## config.mk

```make
export PLATFORM = sky130hd
export DESIGN_NAME = hazard_scoreboard
export DESIGN_NICKNAME = d
export VERILOG_FILES = /design/src/rtl/proc_pkg.sv /design/src/rtl/sb_entry.sv /design/src/rtl/hazard_scoreboard.sv
export SDC_FILE = /design/constraint.sdc
export NUM_CORES = 1
export LEC_CHECK = 0
export ABC_AREA = 0
export CAP_MARGIN = 20
export CORE_MARGIN = 8
export CORE_UTILIZATION = 35
export CTS_BUF_LIST = sky130_fd_sc_hd__clkbuf_8 sky130_fd_sc_hd__clkbuf_16
export CTS_CLUSTER_DIAMETER = 80
export DETAILED_ROUTE_END_ITERATION = 12
export DONT_BUFFER_PORTS = 1
export SLEW_MARGIN = 20
export SYNTH_ARGS = -nofsm -noshare
export SYNTH_HDL_FRONTEND = slang
export SYNTH_SLANG_ARGS = --single-unit
```

## constraint.sdc

```tcl
create_clock -name clk -period 8 [get_ports clk]
set_input_delay 1.6 -clock clk [delete_from_list [all_inputs] [get_ports clk]]
set_output_delay 1.6 -clock clk [all_outputs]
set_load 0.01 [all_outputs]
```

## src/rtl/proc_pkg.sv

```systemverilog
// Shared constants and the per-register scoreboard entry type used by the hazard logic.
package proc_pkg;

    localparam int FWD_RF   = 0;
    localparam int FWD_XM   = 1;
    localparam int FWD_MW   = 2;

    localparam int LAT_ALU  = 1;
    localparam int LAT_LOAD = 2;

    // Entry fields are sized for bypass depths up to 15 so one type serves every build.
    localparam int ENT_W    = 4;

    typedef struct packed {
        logic             busy;
        logic [ENT_W-1:0] age;
        logic [ENT_W-1:0] lat;
    } sb_entry_t;

endpackage

```

## src/rtl/sb_entry.sv

```systemverilog
// One architectural register's in-flight writer record: issue-load, aging and retirement.
module sb_entry
    import proc_pkg::*;
#(
    parameter int NUM_FWD = 2
) (
    input  logic             clk,
    input  logic             rst,
    input  logic             load,
    input  logic [ENT_W-1:0] lat,
    output sb_entry_t        ent
);

    localparam logic [ENT_W-1:0] AGE_MAX = ENT_W'(NUM_FWD);

    // A new issue to this register replaces the older writer outright (youngest wins).
    always_ff @(posedge clk or negedge rst) begin
        if (!rst) begin
            ent <= '0;
        end else if (load) begin
            ent.busy <= 1'b1;
            ent.age  <= ENT_W'(1);
            ent.lat  <= lat;
        end else if (ent.busy) begin
            if (ent.age == AGE_MAX) begin
                ent.busy <= 1'b0;
            end else begin
                ent.age <= ent.age + ENT_W'(1);
            end
        end
    end

endmodule

```

## src/rtl/hazard_scoreboard.sv

```systemverilog
// Decode-stage stall and registered execute-stage forward selects from a per-register writer scoreboard.
module hazard_scoreboard
    import proc_pkg::*;
#(
    parameter int NUM_REGS = 32,
    parameter int REG_AW   = 5,
    parameter int NUM_SRC  = 2,
    parameter int NUM_FWD  = 2,
    parameter int SEL_W    = 2
) (
    input  logic                      clk,
    input  logic                      rst,
    input  logic                      issue_valid,
    input  logic [NUM_SRC*REG_AW-1:0] src_reg,
    input  logic [NUM_SRC-1:0]        src_used,
    input  logic [REG_AW-1:0]         dst_reg,
    input  logic                      dst_we,
    input  logic [SEL_W-1:0]          dst_lat,
    input  logic                      flush,
    output logic                      stall,
    output logic                      issue_fire,
    output logic [NUM_SRC*SEL_W-1:0]  fwd_sel,
    output logic [31:0]               stall_cnt
);

    sb_entry_t                  ents [NUM_REGS];
    logic [ENT_W-1:0]           lat_clamped;
    logic [NUM_SRC-1:0]         hazard;
    logic [NUM_SRC*SEL_W-1:0]   fwd_next;

    always_comb begin
        lat_clamped = ENT_W'(dst_lat);
        if (dst_lat == '0 || lat_clamped > ENT_W'(NUM_FWD)) begin
            lat_clamped = ENT_W'(NUM_FWD);
        end
    end

    assign ents[0] = '0;

    for (genvar r = 1; r < NUM_REGS; r++) begin : g_ent
        sb_entry #(
            .NUM_FWD (NUM_FWD)
        ) u_ent (
            .clk  (clk),
            .rst  (rst),
            .load (issue_fire && dst_we && (dst_reg == REG_AW'(r))),
            .lat  (lat_clamped),
            .ent  (ents[r])
        );
    end

    // A busy writer is either not ready yet (stall) or already sitting in bypass stage 'age'.
    for (genvar i = 0; i < NUM_SRC; i++) begin : g_src
        logic [REG_AW-1:0] idx;
        sb_entry_t         e;
        logic              live;

        assign idx  = src_reg[i*REG_AW +: REG_AW];
        assign e    = ents[idx];
        assign live = src_used[i] && (idx != '0) && e.busy;

        assign hazard[i]                  = live && (e.age < e.lat);
        assign fwd_next[i*SEL_W +: SEL_W] = (live && !(e.age < e.lat)) ? SEL_W'(e.age) : '0;
    end

    assign stall      = issue_valid && !flush && (|hazard);
    assign issue_fire = issue_valid && !flush && !stall;

    always_ff @(posedge clk or negedge rst) begin
        if (!rst) begin
            fwd_sel <= '0;
        end else if (issue_fire) begin
            fwd_sel <= fwd_next;
        end else begin
            fwd_sel <= '0;
        end
    end

    always_ff @(posedge clk or negedge rst) begin
        if (!rst) begin
            stall_cnt <= '0;
        end else if (stall && (stall_cnt != '1)) begin
            stall_cnt <= stall_cnt + 32'd1;
        end
    end

endmodule

```

==> out/metrics.cfg <==
[worst_setup_path]
critical_path_class = input pin to output pin
slowest_stage = mux4_2
r2r_cells = 13
crit_fanout = 48
cp.depth = 11
cp_cell_sequence = mux4_2, mux4_2, nor2_1, nor2_1, ha_1, nand3_1, o21ai_0, a211oi_2, and2b_4, a21oi_4, and2_1
max_stage_delay_ps = 510
cp_top_family = multiplexers
cp.arrival_ps = 4470
startpoint = src_reg[0]
rrSetupSlack_ps = 3170
critPathCapture = issue_fire
critPathLaunchType = input pin
required_ps = 6400
end_kind = output pin
cp_num_buf_inv = 0
r2r-end = g_ent[11].u_ent.ent[0]
r2r_start = g_ent[11].u_ent.ent[5]

[yosys]
syn_nets = 1550
ys_async_sr_fraction = 1.00
avgSynthCellArea_sq_um = 10.6
synth_warnings = 0
synth_area_sq_um = 15500
syn_inst = 1461
synth_top_area_frac = 0.409
synth_flop_cell = dfrtp_1
synth_top_area_cell = dfrtp_1
synth_edf_count = 0
ys_seq_elements = 253
yosysSeqAreaShare = 0.409
synthTopCellsByArea = dfrtp_1, mux4_2, ha_1, mux2_2, nor2_1
synth_cell_type_count = 67

[cells_and_area]
final_nets = 1495
area_delta_synth_final_pct = 8.51
fin_cells = 2017
drive_gt1_frac = 0.166
diodes = 0

[timing]
worst_slew_pin_slew_ps = 1130
fin_crit_sh = 0.759
slew_headroom = 0.247
finalSetupTns_ps = 0
fin_crit_ps = 6070
finalHoldViolations = 0
max_freq_ghz = 0.165
drv_slew = 0
fin_ws_ps = 1930
clock_skew_ps = 21.9
final-setup-viol-count = 0
rsz0062_at_grt = no

[detailed_routing]
top_layer = met5
wl_per_cell_um = 21.3
met1_length_mm = 18.3
ant_nets = 0
routed_wl_mm = 43.0
vias = 11443
wl_met2_mm = 19.4
drc_errors = 0
wl_met3_mm = 3.81
firstDrtPassIters = 5
drt-initial-drc-count = 1049
post_drt_via_cell_ratio = 5.67

[grt]
grt.total_usage = 0.168
grt_pass1_vias = 11244
grt_antenna_before_repair = 1
grt_overflow_total = 0
grt_max_degree = 254
grt_pass1_wl_mm = 67.7

[placement]
dp_cells = 1965
portBuffers = 0
pre_cts_slack_ps = 1980
dpl.hpwl_mm = 30.2
gp_congestion = 0.940

[clock_network]
insertion_delay_ps = 570
clockRootBuffer = clkbuf_16
cts_buffer_depth = 3
ctsHoldBuffers = 0
cts_buffers = 31
tritoncts = built
numClockSinks = 253
cts_setup_buffers = 0
htreeDepth = 1
clk_pin_slew_worst_paths_ps = 60
ctsResizeCount = 0

[die]
pin_count = 62
die_w_um = 226
dieArea_sq_um = 51200
chipHeight_um = 226
design.core.area_sq_um = 43900
placementRows = 77
start_util = 0.352

[run]
max_cap_viol_count = 0

[worst_hold_path]
min_path_type = register to register

[pwr]
p_leak_uw = 0.00743
ir_drop_mv = 0.156
p_total_uw = 4530
powerDensity_nw_per_um2 = 269

[run_status]
outcome = complete, no violations

==> how the worst min path moves through the flow <==
| stage | depth (start not counted) | startpoint | slack [ps] | to |
|---|---|---|---|---|
| final | 1 | g_ent[3].u_ent.ent[1] | 520 | g_ent[3].u_ent.ent[1] |
| after floorplan | 1 | g_ent[3].u_ent.ent[0] | 470 | g_ent[3].u_ent.ent[0] |
| after detailed placement | 1 | g_ent[3].u_ent.ent[1] | 510 | g_ent[3].u_ent.ent[1] |
| after global placement | 1 | g_ent[19].u_ent.ent[0] | 500 | g_ent[19].u_ent.ent[0] |
| after global routing | 1 | g_ent[6].u_ent.ent[0] | 550 | g_ent[6].u_ent.ent[0] |
| after CTS | 1 | g_ent[3].u_ent.ent[1] | 530 | g_ent[3].u_ent.ent[1] |
==> metrics by stage <==
stage,cell area [sq um],hold slack (ps),util
after CTS,16800,527,0.382
after floorplan,15500,469,-
after global routing,16800,549,0.382
after detailed placement,15800,506,0.359
after global placement,15800,496,0.359
final,16800,525,0.382
==> placed cells by master, fill, tap and decap left out, types with 9 or more instances in the layout <==
cell       Yosys  layout
inv_1         36      41
nor4_2        20      20
mux4_2        69      69
nand2_1      128     128
a31oi_1       10      10
or2_2         12      12
xor2_1        63      63
nor2b_1       29      28
mux2i_1       34      34
nor2_1       167     167
mux2_2        66      66
a21oi_1       53      53
and4_1        11      11
nor3_1        43      43
a21boi_0       9       9
a22oi_1       14      14
nand4_1       43      43
nand3_1       18      18
dfrtp_1      253     253
ha_1          65      65
nand2b_1      19      18
clkbuf_16      0      31
xnor2_1       35      35
and2_1         9       9
a211oi_1      16      16
and3_1        26      26
o21ai_0       32      32
==> cell type report <==
type | count | area [sq um]
clock buffer | 34 | 817
sequential | 253 | 6330
clock inverter | 18 | 200
timing repair buffer | 4 | 30.0
fill | 4327 | 27100
inverter | 39 | 146
tap | 592 | 741
multi-input combinational | 1077 | 8540
==> per-layer routing <==
| layer | vias up | track usage |
|---|---|---|
| met5 | - | 0 |
| met4 | 2 | 0.0552 |
| met3 | 88 | 0.0458 |
| met2 | 406 | 0.262 |
| met1 | 5798 | 0.225 |
| li1 | 5149 | - |
==> cell families (layout without fill, tap and decap cells) <==
| kind of cell | count (synthesis) | in the layout | synth area share |
|---|---|---|---|
| AO/OA/AOI/OAI | 181 | 181 | 0.0793 |
| XOR/XNOR | 98 | 98 | 0.0554 |
| AND/OR/NAND/NOR | 557 | 557 | 0.188 |
| flip-flops | 253 | 253 | 0.409 |
| buffers and inverters | 131 | 95 | 0.0405 |
| multiplexers | 176 | 176 | 0.175 |
| adder cells (fa/ha/maj) | 65 | 65 | 0.0525 |
==> registers in the layout, summed over array words and instances, names as in the netlist <==
signal	flops
fwd_sel	4
g_ent.u_ent.ent	217
stall_cnt	32
==> report_power, final <==
| part | internal (uW) | leakage [uW] | switching, uW |
|---|---|---|---|
| clock network | 856 | 0.000521 | 556 |
| registers | 1550 | 0.00326 | 434 |
| logic | 574 | 0.00365 | 555 |
==> worst register-to-register path, delay by kind of cell, from the launching register on <==
family | cells | cell delay (ps)
mux | 3 | 1380
simple gates | 5 | 980
compound gates | 3 | 790
buf+inv | 1 | 750
flops | 1 | 490
fa+ha+maj | 1 | 330
==> synthesized netlist by cell type, types with 9 or more instances <==
master    instances
nor2_1          167
nor4_2           20
a31oi_1          10
nor2b_1          29
xnor2_1          35
nand3_1          18
clkbuf_1         37
nand4_1          43
mux2_2           66
nor3_1           43
a21boi_0          9
o21ai_0          32
a21oi_1          53
buf_2            33
inv_1            36
nand2b_1         19
and3_1           26
a22oi_1          14
mux4_2           69
or2_2            12
a211oi_1         16
dfrtp_1         253
and4_1           11
ha_1             65
and2_1            9
xor2_1           63
nand2_1         128
mux2i_1          34
buf_6             9
(Power assumes the default switching activity.)
